--- config.mk ---
export PLATFORM = sky130hd
export DESIGN_NAME = control_unit_pipe
export DESIGN_NICKNAME = d
export VERILOG_FILES = /design/src/rtl/control_unit_pipe.sv
export SDC_FILE = /design/constraint.sdc
export NUM_CORES = 1
export LEC_CHECK = 0
export ABC_CLOCK_PERIOD_IN_PS = 1600
export CAP_MARGIN = 20
export CORE_ASPECT_RATIO = 1.1
export CORE_UTILIZATION = 25
export DETAILED_ROUTE_END_ITERATION = 8
export GPL_TIMING_DRIVEN = 0
export SYNTH_ARGS = -nofsm -noshare
export SYNTH_HDL_FRONTEND = slang
export SYNTH_SLANG_ARGS = --single-unit
export TNS_END_PERCENT = 5
--- constraint.sdc ---
create_clock -name clk -period 1.6 [get_ports clk]
set_clock_uncertainty 0.05 [all_clocks]
set_input_delay 0.48 -clock clk [delete_from_list [all_inputs] [get_ports clk]]
set_output_delay 0.48 -clock clk [all_outputs]
set_load 0.005 [all_outputs]
--- src/rtl/control_unit_pipe.sv ---
`default_nettype none
// ============================================================================
//  Module      : control_unit_pipe
//  Description : Registered RV32 decode/control stage between fetch and
//                execute. Accepts one instruction per in_valid/in_ready
//                handshake, decodes type flags, access size, immediate
//                format and register fields, and presents them from an
//                output register. M-extension ops occupy the stage for
//                MUL_CYCLES / DIV_CYCLES cycles so execute sees a stall.
//                Supports a synchronous flush, rd==x0 write suppression
//                and a busy indication while an M-op occupies the stage.
//  Optional    : define CU_ILLEGAL_DETECT_EN to add the 'illegal' output
//                (unknown opcode or unsupported R-type funct7).
//  Ports       : clk, rst_n (async, active low), flush
//                in_valid / in_ready / instr      - fetch side
//                out_valid / out_ready            - execute side
//                busy                             - M-op occupancy
//                reg_write, r_type, i_type, sb_type, uj_type, s_type,
//                load_type, lui, auipc, m_type, m_div - decode flags
//                size, imm_sel, rd, rs1, rs2, funct3  - decode fields
//                illegal (CU_ILLEGAL_DETECT_EN only)
//  Revision    : 1.0 - initial registered, parametrised release
// ============================================================================
module control_unit_pipe #(
  parameter int MUL_CYCLES = 1,
  parameter int DIV_CYCLES = 32,
  parameter int CNT_W      = $clog2(DIV_CYCLES + 1)
) (
  input  logic        clk,
  input  logic        rst_n,
  input  logic        flush,
  input  logic        in_valid,
  output logic        in_ready,
  input  logic [31:0] instr,
  output logic        out_valid,
  input  logic        out_ready,
  output logic        busy,
  output logic        reg_write,
  output logic        r_type,
  output logic        i_type,
  output logic        sb_type,
  output logic        uj_type,
  output logic        s_type,
  output logic        load_type,
  output logic        lui,
  output logic        auipc,
  output logic        m_type,
  output logic        m_div,
  output logic [1:0]  size,
  output logic [2:0]  imm_sel,
  output logic [4:0]  rd,
  output logic [4:0]  rs1,
  output logic [4:0]  rs2,
  output logic [2:0]  funct3
`ifdef CU_ILLEGAL_DETECT_EN
  ,
  output logic        illegal
`endif
);

  // Counter is wide enough for whichever occupancy is larger, so an
  // unusual MUL_CYCLES > DIV_CYCLES setting still loads correctly.
  localparam int c_MUL_W = $clog2(MUL_CYCLES + 1);
  localparam int c_CW    = (CNT_W > c_MUL_W) ? CNT_W : c_MUL_W;

  localparam logic [c_CW-1:0] c_MUL_LOAD = c_CW'(MUL_CYCLES - 1);
  localparam logic [c_CW-1:0] c_DIV_LOAD = c_CW'(DIV_CYCLES - 1);
  localparam logic [c_CW-1:0] c_CNT_ONE  = c_CW'(1);
  localparam logic [c_CW-1:0] c_CNT_ZERO = '0;
  localparam logic            c_MUL_LONG = (MUL_CYCLES > 1);
  localparam logic            c_DIV_LONG = (DIV_CYCLES > 1);

  localparam logic [6:0] c_OP_R     = 7'b0110011;
  localparam logic [6:0] c_OP_I     = 7'b0010011;
  localparam logic [6:0] c_OP_SB    = 7'b1100011;
  localparam logic [6:0] c_OP_JAL   = 7'b1101111;
  localparam logic [6:0] c_OP_JALR  = 7'b1100111;
  localparam logic [6:0] c_OP_S     = 7'b0100011;
  localparam logic [6:0] c_OP_LOAD  = 7'b0000011;
  localparam logic [6:0] c_OP_LUI   = 7'b0110111;
  localparam logic [6:0] c_OP_AUIPC = 7'b0010111;

  typedef enum logic [1:0] {
    S_IDLE  = 2'd0,
    S_WAIT  = 2'd1,
    S_VALID = 2'd2
  } state_t;

  // --------------------------------------------------------------------------
  // Combinational decode of the incoming word
  // --------------------------------------------------------------------------
  logic [6:0] w_opcode;
  logic [6:0] w_funct7;
  logic [2:0] w_funct3;
  logic       w_r, w_i, w_sb, w_uj, w_s, w_load, w_lui, w_auipc;
  logic       w_m, w_mdiv, w_reg_write;
  logic [1:0] w_size;
  logic [2:0] w_imm_sel;
  logic       w_long;
  logic [c_CW-1:0] w_load_val;
  logic       w_accept;

  assign w_opcode = instr[6:0];
  assign w_funct7 = instr[31:25];
  assign w_funct3 = instr[14:12];

  assign w_r     = (w_opcode == c_OP_R);
  assign w_i     = (w_opcode == c_OP_I);
  assign w_sb    = (w_opcode == c_OP_SB);
  assign w_uj    = (w_opcode == c_OP_JAL) | (w_opcode == c_OP_JALR);
  assign w_s     = (w_opcode == c_OP_S);
  assign w_load  = (w_opcode == c_OP_LOAD);
  assign w_lui   = (w_opcode == c_OP_LUI);
  assign w_auipc = (w_opcode == c_OP_AUIPC);

`ifdef CU_ILLEGAL_DETECT_EN
  logic w_known;
  logic w_bad_f7;
  logic w_illegal;
  assign w_known   = w_r | w_i | w_sb | w_uj | w_s | w_load | w_lui | w_auipc;
  assign w_bad_f7  = w_r & ~((w_funct7 == 7'b0000000) |
                             (w_funct7 == 7'b0100000) |
                             (w_funct7 == 7'b0000001));
  assign w_illegal = ~w_known | w_bad_f7;
  // An illegal word never writes back and never enters the M-op wait.
  assign w_m         = w_r & (w_funct7 == 7'b0000001) & ~w_illegal;
  assign w_reg_write = (w_r | w_i | w_load | w_auipc | w_lui | w_uj) &
                       (instr[11:7] != 5'd0) & ~w_illegal;
`else
  assign w_m         = w_r & (w_funct7 == 7'b0000001);
  assign w_reg_write = (w_r | w_i | w_load | w_auipc | w_lui | w_uj) &
                       (instr[11:7] != 5'd0);
`endif

  assign w_mdiv = w_m & w_funct3[2];

  always_comb begin
    w_size = 2'd0;
    case (w_funct3)
      3'b000, 3'b100: w_size = 2'd1;
      3'b001, 3'b101: w_size = 2'd2;
      3'b010:         w_size = 2'd3;
      default:        w_size = 2'd0;
    endcase
  end

  always_comb begin
    w_imm_sel = 3'd5;
    if (w_i | w_load)         w_imm_sel = 3'd0;
    else if (w_sb)            w_imm_sel = 3'd1;
    else if (w_lui | w_auipc) w_imm_sel = 3'd2;
    else if (w_uj)            w_imm_sel = 3'd3;
    else if (w_s)             w_imm_sel = 3'd4;
    else                      w_imm_sel = 3'd5;
  end

  assign w_long     = w_m & (w_mdiv ? c_DIV_LONG : c_MUL_LONG);
  assign w_load_val = w_mdiv ? c_DIV_LOAD : c_MUL_LOAD;

  // --------------------------------------------------------------------------
  // Handshake / occupancy FSM with registered bundle
  // --------------------------------------------------------------------------
  state_t          r_state;
  logic [c_CW-1:0] r_cnt;
  logic            r_out_valid, r_busy;
  logic            r_reg_write, r_r, r_i, r_sb, r_uj, r_s, r_load;
  logic            r_lui, r_auipc, r_m, r_mdiv;
  logic [1:0]      r_size;
  logic [2:0]      r_imm_sel, r_funct3;
  logic [4:0]      r_rd, r_rs1, r_rs2;
`ifdef CU_ILLEGAL_DETECT_EN
  logic            r_illegal;
`endif

  // in_ready stays a function of the handshake even under flush; flush
  // only discards the word.
  assign in_ready = (r_state == S_IDLE) | ((r_state == S_VALID) & out_ready);
  assign w_accept = in_valid & in_ready;

  always_ff @(posedge clk or negedge rst_n) begin
    if (!rst_n) begin
      r_state     <= S_IDLE;
      r_cnt       <= c_CNT_ZERO;
      r_out_valid <= 1'b0;
      r_busy      <= 1'b0;
      r_reg_write <= 1'b0;
      r_r         <= 1'b0;
      r_i         <= 1'b0;
      r_sb        <= 1'b0;
      r_uj        <= 1'b0;
      r_s         <= 1'b0;
      r_load      <= 1'b0;
      r_lui       <= 1'b0;
      r_auipc     <= 1'b0;
      r_m         <= 1'b0;
      r_mdiv      <= 1'b0;
      r_size      <= 2'd0;
      r_imm_sel   <= 3'd0;
      r_funct3    <= 3'd0;
      r_rd        <= 5'd0;
      r_rs1       <= 5'd0;
      r_rs2       <= 5'd0;
`ifdef CU_ILLEGAL_DETECT_EN
      r_illegal   <= 1'b0;
`endif
    end else if (flush) begin
      r_state     <= S_IDLE;
      r_cnt       <= c_CNT_ZERO;
      r_out_valid <= 1'b0;
      r_busy      <= 1'b0;
    end else if (w_accept) begin
      r_reg_write <= w_reg_write;
      r_r         <= w_r;
      r_i         <= w_i;
      r_sb        <= w_sb;
      r_uj        <= w_uj;
      r_s         <= w_s;
      r_load      <= w_load;
      r_lui       <= w_lui;
      r_auipc     <= w_auipc;
      r_m         <= w_m;
      r_mdiv      <= w_mdiv;
      r_size      <= w_size;
      r_imm_sel   <= w_imm_sel;
      r_funct3    <= w_funct3;
      r_rd        <= instr[11:7];
      r_rs1       <= instr[19:15];
      r_rs2       <= instr[24:20];
`ifdef CU_ILLEGAL_DETECT_EN
      r_illegal   <= w_illegal;
`endif
      if (w_long) begin
        // Loading L-1 and leaving WAIT at count 1 makes out_valid rise
        // exactly L cycles after the accept cycle.
        r_state     <= S_WAIT;
        r_cnt       <= w_load_val;
        r_out_valid <= 1'b0;
        r_busy      <= 1'b1;
      end else begin
        r_state     <= S_VALID;
        r_cnt       <= c_CNT_ZERO;
        r_out_valid <= 1'b1;
        r_busy      <= 1'b0;
      end
    end else begin
      case (r_state)
        S_WAIT: begin
          if (r_cnt == c_CNT_ONE) begin
            r_state     <= S_VALID;
            r_cnt       <= c_CNT_ZERO;
            r_out_valid <= 1'b1;
            r_busy      <= 1'b0;
          end else begin
            r_cnt <= r_cnt - c_CNT_ONE;
          end
        end
        S_VALID: begin
          if (out_ready) begin
            r_state     <= S_IDLE;
            r_out_valid <= 1'b0;
          end
        end
        S_IDLE: begin
          r_out_valid <= 1'b0;
          r_busy      <= 1'b0;
        end
        default: begin
          r_state     <= S_IDLE;
          r_cnt       <= c_CNT_ZERO;
          r_out_valid <= 1'b0;
          r_busy      <= 1'b0;
        end
      endcase
    end
  end

  assign out_valid = r_out_valid;
  assign busy      = r_busy;
  assign reg_write = r_reg_write;
  assign r_type    = r_r;
  assign i_type    = r_i;
  assign sb_type   = r_sb;
  assign uj_type   = r_uj;
  assign s_type    = r_s;
  assign load_type = r_load;
  assign lui       = r_lui;
  assign auipc     = r_auipc;
  assign m_type    = r_m;
  assign m_div     = r_mdiv;
  assign size      = r_size;
  assign imm_sel   = r_imm_sel;
  assign funct3    = r_funct3;
  assign rd        = r_rd;
  assign rs1       = r_rs1;
  assign rs2       = r_rs2;
`ifdef CU_ILLEGAL_DETECT_EN
  assign illegal   = r_illegal;
`endif

endmodule
`default_nettype wire

======== After elaboration in Yosys (flattened, before gate mapping) ========
Cells that the tools add are included.
Widths: inputs -> output; s select.
word-level totals
  output and inout bits ................... 37
  bits of input ports ..................... 37
  logic and storage cells ................. 100
  flip-flop bits (word level) ............. 44
operators by class
  muxes and demuxes ....................... 30
  reduce and logical (&&, ||, !) cells .... 10
  add/sub/neg operators ................... 1
  eq/ne operators ......................... 22
  bitwise logic cells ..................... 16
operators with widths
  kind                 number
  $eq 7x6->1 const B   3
  $eq 7x7->1 const B   3
  $mux 6               3
  $eq 7x5->1 const B   2
  $mux 3               4
  $pmux 2 s3           2
  $pmux 6 s2           1
  $mux 1               11
  $mux 2               5
  $mux 5               2
  $or 1x1->1           9
  $ne 4x4->1 const B   2
  $eq 7x1->1 const B   1
  $eq 7x2->1 const B   1
  $and 1x1->1          6
  $eq 3x3->1 const B   2
  $eq 6x1->1 const B   1
  $ne 3x3->1 const B   2
  $reduce_and 2->1     3
  $reduce_or 2->1      3
  $sub 6x1->6 const B  1
  $reduce_bool 5->1    1
  $pmux 1 s2           2
  $eq 3x1->1 const B   1
  8 further kinds      8

======== Logic depth before layout (Yosys ltp) ========
Gate-level depths: netlist (run 1).
  depth in word-level cells ............... 8
  depth in mapped cells ................... 6
  depth with buffers taken out ............ 6

======== Worst setup path before layout (run 1) ========
OpenSTA, ideal clock, no wires.
  path kind ............................... reg2reg
  start ................................... reg r_cnt[1]
  end ..................................... reg r_cnt[5]
  data arrival time ....................... 1.561 ns
  period minus slack after synthesis ...... 1.729 ns
  stages on the path, launching flop included .. 7
  buffers on the path ..................... 0
  library setup time ...................... 0.118 ns
  path slack .............................. -0.129 ns
  required time ........................... 1.432 ns
  cells stage by stage .................... dfrtp_1 > inv_1 > ha_1 > or4b_1 > o21ai_2 > o21bai_1 > a21o_1
on the way
  word-level cells in the longest chain between the ends .. 5
  elaborated cells on any way between the ends .. 6
  those cells by class .................... add/sub (1); eq/ne (1); mux (4)
RTL lines
  item                                       line      RTL
  start, declared                            164       logic [c_CW-1:0] r_cnt;
  start signal, assigned                     183       r_cnt <= c_CNT_ZERO;
  start signal, assigned                     208       r_cnt <= c_CNT_ZERO;
  start signal, assigned                     236       r_cnt <= w_load_val;
  $sub 6x1->6 or $eq 6x1->1 (tied branches)  254, 248
  $mux 6 *                                   248       if (r_cnt == c_CNT_ONE) begin
  $pmux 6 s2 *                               246       case (r_state)
  $mux 6 *                                   211       end else if (w_accept) begin
  $mux 6 *                                   206       end else if (flush) begin
Every way passes the cells marked *; elsewhere a longest branch is shown, timed or not.
A chain may end at the register's enable or synchronous reset.

======== Final worst setup path (run 1) ========
  start ................................... reg r_cnt[1]
  end ..................................... reg r_busy, in the netlist busy
on the way
  word-level cells in the longest chain between the ends .. 3
RTL lines
  item                        line  RTL
  $eq 6x1->1                  248
  $ne 4x4->1 (no line)        -
  $reduce_and 2->1 (no line)  -
  end signal, assigned        243   r_busy <= 1'b0;
  end signal, assigned        252   r_busy <= 1'b0;
  end signal, assigned        265   r_busy <= 1'b0;
  end, declared               165   logic r_out_valid, r_busy;
No other way between the ends.

==> results of run 1 <==
-- final cells by class --
cell class              count  share of cell area (%)
repair buffers             80                    23.4
flip-flops and latches     44                    35.4
multi-input cells         123                    31.5
clock inverters             1                   0.241
clock buffers               7                    2.77
diodes                      1                  0.0804
well taps                 108                    4.34
plain buffers               6                    1.49
inverters                   7                   0.844
-- metrics by stage --
stage,util [%],power (mW),area [um^2]
2_1_floorplan,-,1.44,2090
3_3_place_gp,36.8,1.80,2950
3_5_place_dp,37.0,1.81,2960
4_1_cts,38.9,2.49,3110
5_1_grt,38.9,2.58,3110
6_report,38.9,2.44,3110
-- repair_timing --
item,in CTS,in global routing
resized for setup,79,3
pin swaps,8,0
setup buffers,7,0
cloned,0,0
setup endpoints to repair,81,38
-- logic make-up after synthesis --
family                   Yosys count  share of synthesized area [%]
AND/OR/NAND/NOR                   61                           18.3
flip-flops                        44                           53.0
AO/OA/AOI/OAI                     38                           13.1
multiplexers                      21                           11.3
buffers and inverters             14                           2.71
adder cells (fa/ha/maj)            2                           1.20
XOR/XNOR                           1                          0.422
-- worst max-delay path: stages, from the launching register on --
cell      delay [ns]
dfrtp_1         0.41
inv_2           0.08
ha_4            0.12
or4b_4          0.50
o21ai_4         0.20
a21boi_2        0.18
o21ai_1         0.06
-- where the power goes --
part / internal, mW / switching, mW
clock network: 0.352 / 0.388
logic: 0.269 / 0.179
registers: 1.21 / 0.0460
-- routing by layer --
metal / GRT usage [%] / part of all wire, % / wire length (um)
met5: 0 / 0 / 0
met4: 4.03 / 0.55 / 29
met3: 3.99 / 5.8 / 307
met2: 22.4 / 51 / 2700
met1: 16.5 / 42 / 2230
-- path summary, 6_finish.rpt --
| check | start | to | slack (ns) | depth (start not counted) |
|---|---|---|---|---|
| min | rst_n | r_cnt[2]$_DFFE_PN0P_ | 0.07 | 1 |
| min in group clk | m_div$_DFFE_PN0P_ | m_div$_DFFE_PN0P_ | 0.43 | 2 |
| max in group asynchronous | rst_n | uj_type$_DFFE_PN0P_ | 0.94 | 2 |
| max reg2reg | r_cnt[1]$_DFFE_PN0P_ | busy$_DFFE_PN0P_ | -0.12 | 6 |
| max | r_cnt[1]$_DFFE_PN0P_ | busy$_DFFE_PN0P_ | -0.12 | 6 |
| min reg2reg | m_div$_DFFE_PN0P_ | m_div$_DFFE_PN0P_ | 0.43 | 2 |
-- state kept, by name (all words and copies together) (netlist names), 2 cells and up --
| name | count |
|---|---|
| rd | 5 |
| rs2 | 5 |
| funct3 | 3 |
| r_state | 2 |
| rs1 | 5 |
| r_cnt | 6 |
| imm_sel | 3 |
| size | 2 |
-- cell usage after synthesis (2+ instances only) --
master    count
buf_2         3
a21o_1        2
a21oi_1       6
o21ai_0       4
or3_1         3
o41ai_1       3
mux2_2       20
clkbuf_1      4
dfrtp_1      44
nand2_1      20
nand2b_1      2
o31ai_1       5
a211oi_1      2
nand3_1       4
nor2_1        9
nor2b_1       3
nor3b_1       4
a21boi_1      2
nand3b_1      2
inv_1         7
o21ai_1       3
ha_1          2
==> run_results.csv, run 1 <==
group,metric,value,unit
outcome,status,"complete, but fails checks",
outcome,failed_checks,"setup timing",
pwr,power_density,785,nW/um^2
cells_and_area,regArea,1100,um^2
routing,dr.pass1.iters,4,
logic_synthesis,synth_edf_count,0,
pwr,leakagePower,1.46,nW
timing,setup_ws,-0.118,ns
timing,worst_slew_pin_slew,0.643,ns
placed_design,io_buffers,72,
placed_design,pre_cts_ws,-0.873,ns
floorplanning,die_width,88.9,um
routing,wl_per_cell,14.0,um
cells_and_area,finalNonFillerCells,377,
logic_synthesis,synthArstFlopShare,100,%
worst_setup_path,cp.arrival,1.84,ns
global_route,grt_pass1_wl,8.92,mm
logic_synthesis,synthesis.area,2080,um^2
routing,finalWirelength,5.27,mm
floorplanning,row_count,34,
cells_and_area,drive_gt1_share,23.5,%
clock_network,clock_latency,0.29,ns
logic_synthesis,yosys_warnings,0,
pwr,ir_worst_vdd,320,uV
routing,vias,1737,
floorplanning,start_util,26.0,%
logic_synthesis,synth_area_leaders,"dfrtp_1 53%, mux2_2 11%, nand2_1 3.6%",
cells_and_area,multiInputGateArea,980,um^2
logic_synthesis,ys_types,49,
placed_design,dpl.cell_count,362,
logic_synthesis,syn_nets,220,
timing,setup_viol,21,
logic_synthesis,syn_inst,181,
placed_design,dp_hpwl,3.91,mm
clock_network,cts_tree,"built",
worst_setup_path,end_kind,"flip-flop",
floorplanning,coreArea,8000,um^2
routing,ant_nets,0,
timing,whs,0.0693,ns
hold_path,hp-class,"in -> async",
global_route,antenna_found_initial,1,
floorplanning,io_pins,74,
clock_network,cts_buffer_depth,2,
cells_and_area,final_cell_mix,"47 x dlygate4sd2_1, 43 x dfrtp_1, 20 x mux2_2, 20 x nand2_1, 20 x clkdlybuf4s50_1",
logic_synthesis,ys_ff_latch,44,
clock_network,cts_buffers,5,
floorplanning,dieHeight,97.6,um
routing,vias_per_cell,4.61,
clock_network,ctsHtreeMaxLevel,2,
worst_setup_path,crit_type,"reg -> reg",
global_route,grt-ovfl-total,0,
clock_network,cts_hold_buf,0,
timing,relSlewSlack,57.0,%
timing,min_period,1.72,ns
cells_and_area,areaGrowthSynthToFinish,49.8,%
routing,drc,0,
worst_setup_path,path_max_fanout,6,
placed_design,place.gp.congestion,0.756,
clock_network,cts_root_buf,"clkbuf_8",
floorplanning,die_area,8680,um^2
timing,grt_setup_unrepaired,"true",
timing,finalHoldViolations,0,
cells_and_area,final_common_cell,"dlygate4sd2_1",
logic_synthesis,synth_ff_type,"dfrtp_1",
logic_synthesis,ys_seq_area_share,53.0,%
timing,slew_viol_final,0,
timing,setup_tns,-0.983,ns
global_route,grt_max_degree,28,
global_route,grt_pass1_vias,1774,
clock_network,clk_pin_slew,0.08,ns
timing,finalCritPeriodShare,107,%
logic_synthesis,avgSynthCellArea,11.5,um^2
clock_network,clock-sinks,44,
worst_setup_path,cp.required,1.72,ns
worst_setup_path,critPathLaunchType,"flip-flop",
global_route,grt_util_all_layers,13.4,%
logic_synthesis,synth_top_cell_by_area,"dfrtp_1",
timing,max_freq,582,MHz
routing,drt_iter0_drc,45,
cells_and_area,fillers,840,
job,maxCapViolations,0,
cells_and_area,layout.nets,306,
logic_synthesis,synth_top_area_share,53.0,%
No activity file was read; power rests on OpenSTA's default activity.
==> run 2: changes to the inputs <==
--- a/config.mk
+++ b/config.mk
@@ -6,7 +6,6 @@
 export NUM_CORES = 1
 export LEC_CHECK = 0
 export ABC_CLOCK_PERIOD_IN_PS = 1600
-export CAP_MARGIN = 20
 export CORE_ASPECT_RATIO = 1.1
 export CORE_UTILIZATION = 25
 export DETAILED_ROUTE_END_ITERATION = 8
==> results of run 2 <==
No change in the layout: final DEF, timing and power equal those of run 1.
==> run 3: changes to the inputs <==
--- a/config.mk
+++ b/config.mk
@@ -6,10 +6,12 @@
 export NUM_CORES = 1
 export LEC_CHECK = 0
 export ABC_CLOCK_PERIOD_IN_PS = 1600
-export CORE_ASPECT_RATIO = 1.1
+export CELL_PAD_IN_SITES_DETAIL_PLACEMENT = 2
+export CELL_PAD_IN_SITES_GLOBAL_PLACEMENT = 2
 export CORE_UTILIZATION = 25
 export DETAILED_ROUTE_END_ITERATION = 8
 export GPL_TIMING_DRIVEN = 0
+export PLACE_DENSITY_LB_ADDON = 0.1
 export SYNTH_ARGS = -nofsm -noshare
 export SYNTH_HDL_FRONTEND = slang
 export SYNTH_SLANG_ARGS = --single-unit
==> run 3 against run 2 <==
  * The run still ends with setup timing left
  * Total power grew 1.6%
  * Sequential power is essentially flat
  * Core utilization grew 0.88 points
  * Register-to-register slack lost 0.04 ns
  * Die area is essentially flat
  * Via count grew 0.92%
  * Global-route usage grew 2.1 points
  * Clock power grew 3%
  * Worst hold slack gained 0.049 ns
  * Critical endpoint is now r_cnt[5]$_DFFE_PN0P_
  * Largest cell class unchanged
  * Highest routed layer unchanged
==> run_results.csv, run 3 (synthesis gave the netlist of run 1 again) <==
group,metric,value,unit
timing,setup_tns,-0.860,ns
floorplanning,coreArea,7890,um^2
cells_and_area,layout.nets,306,
cells_and_area,multiInputGateArea,1010,um^2
worst_setup_path,crit_type,"reg -> reg",
clock_network,cts_tree,"built",
floorplanning,die_width,93.2,um
routing,finalWirelength,6.15,mm
clock_network,clock_latency,0.30,ns
pwr,power.switching,0.615,mW
job,maxCapViolations,0,
pwr,p_comb_share,18.7,%
cells_and_area,areaGrowthSynthToFinish,51.1,%
worst_setup_path,path_cells,"inv_2, ha_4, or4b_4, o21ai_4, o21bai_1, a21o_1",
worst_setup_path,end_kind,"flip-flop",
routing,vias,1753,
cells_and_area,largest_reg_flops,6,
global_route,grt_util_all_layers,15.6,%
routing,ant_nets,0,
pwr,power_density,791,nW/um^2
worst_setup_path,critPathSlowestCell,"or4b_4",
placed_design,dp_hpwl,4.54,mm
floorplanning,die_area,8680,um^2
cells_and_area,n_antenna_cell,0,
worst_setup_path,crit_family,"compound AO/OA/AOI/OAI gates",
timing,grt_setup_unrepaired,"true",
pwr,ir_worst_vdd,335,uV
timing,setup_viol,9,
pwr,leakagePower,1.47,nW
clock_network,cts_root_buf,"clkbuf_8",
timing,worst_slew_pin_slew,0.564,ns
floorplanning,start_util,26.3,%
clock_network,cts_buffer_depth,2,
global_route,grt-ovfl-total,0,
pwr,p_int,1.87,mW
floorplanning,dieHeight,93.2,um
worst_setup_path,slowest_delay,0.50,ns
global_route,grt_pass1_wl,10.3,mm
pwr,p_sw_share,24.8,%
floorplanning,row_count,32,
routing,wl_per_cell,16.7,um
global_route,antenna_found_initial,0,
cells_and_area,finalNonFillerCells,369,
timing,slew_viol_final,0,
outcome,failed_checks,"setup timing",
cells_and_area,final_common_cell,"dlygate4sd2_1",
cells_and_area,top_register,"r_cnt",
timing,finalHoldViolations,0,
cells_and_area,final_cell_mix,"44 x dlygate4sd2_1, 41 x dfrtp_1, 21 x clkdlybuf4s50_1",
pwr,power.share.clock,30.5,%
routing,drt_iter0_drc,32,
worst_setup_path,critical_path_buf_inv_count,1,
global_route,grt_max_degree,24,
pwr,pwr-share-seq,50.8,%
clock_network,ctsHtreeMaxLevel,2,
placed_design,pre_cts_ws,-0.864,ns
worst_setup_path,path_max_fanout,6,
timing,whs,0.119,ns
timing,min_period,1.76,ns
clock_network,clk_pin_slew,0.09,ns
clock_network,cts_buffers,5,
timing,relSlewSlack,62.4,%
worst_setup_path,cp.required,1.75,ns
worst_setup_path,critPathLaunchType,"flip-flop",
floorplanning,io_pins,74,
hold_path,hp-class,"in -> async",
placed_design,dpl.cell_count,356,
timing,setup_ws,-0.162,ns
routing,drc,0,
placed_design,io_buffers,72,
clock_network,cts_hold_buf,0,
cells_and_area,drive_gt1_share,25.8,%
routing,dr.pass1.iters,4,
cells_and_area,fillers,814,
outcome,status,"complete, but fails checks",
placed_design,place.gp.congestion,0.714,
worst_setup_path,cp.arrival,1.91,ns
timing,finalCritPeriodShare,110,%
global_route,grt_pass1_vias,2001,
timing,max_freq,568,MHz
routing,vias_per_cell,4.75,
cells_and_area,regArea,1100,um^2
clock_network,clock-sinks,44,
==> run 3: cell types whose count changed in the layout (fill, tap and decap cells not counted), sizes merged <==
cell	change
clkbuf	+1
dlygate4sd2	-3
diode	-1
clkdlybuf4s15	-2
clkdlybuf4s50	+1
dlymetal6s2s	+3
clkinvlp	-1
==> run 3: power groups by stage <==
stage / registers (mW) / logic, mW / clock network, mW
after floorplan: 1.29 / 0.149 / 0
after global placement: 1.28 / 0.523 / 0
after detailed placement: 1.29 / 0.536 / 0
after CTS: 1.26 / 0.478 / 0.799
after global routing: 1.28 / 0.511 / 0.838
final: 1.26 / 0.464 / 0.759
==> run 3: worst paths after layout <==
check / slack [ns] / depth (start not counted) / endpoint / startpoint
max: -0.16 / 6 / r_cnt[5]$_DFFE_PN0P_ / r_cnt[1]$_DFFE_PN0P_
min: 0.12 / 1 / rs1[3]$_DFFE_PN0P_ / rst_n
max reg2reg: -0.16 / 6 / r_cnt[5]$_DFFE_PN0P_ / r_cnt[1]$_DFFE_PN0P_
min in group clk: 0.40 / 2 / load_type$_DFFE_PN0P_ / instr[4]
min reg2reg: 0.42 / 2 / uj_type$_DFFE_PN0P_ / uj_type$_DFFE_PN0P_
max in group asynchronous: 0.85 / 2 / r_type$_DFFE_PN0P_ / rst_n
==> run 3: repair_timing <==
action,4_1_cts,5_1_grt
hold endpoints to repair,0,0
pin swaps,7,2
endpoints found under the setup margin,81,27
gates resized for setup,79,10
setup buffers,7,0
==> run 3: metrics by stage <==
stage	util (%)	cell area (um^2)	power, mW
5_1_grt	39.8	3140	2.63
3_5_place_dp	37.4	2950	1.82
3_3_place_gp	37.2	2940	1.81
2_1_floorplan	-	2090	1.44
6_report	39.8	3140	2.48
4_1_cts	39.6	3130	2.54
==> run 3: routing by layer <==
layer / GRT usage [%] / part of all wire [%]
met4: 3.97 / 1.3
met1: 19.7 / 45
met5: 0 / 0
met3: 3.50 / 3.9
met2: 26.7 / 50
==> run 3: layout make-up <==
type,count,area share [%]
multi-input cells,123,32.1
clock buffers,7,3.07
flip-flops and latches,44,35.2
repair buffers,80,23.3
well taps,102,4.07
inverters,7,0.837
plain buffers,6,1.43
==> run 3: worst register-to-register path, cell delays in order (launching register included) <==
cell,delay (ns)
dfrtp_1,0.40
inv_2,0.08
ha_4,0.12
or4b_4,0.50
o21ai_4,0.23
o21bai_1,0.10
a21o_1,0.18
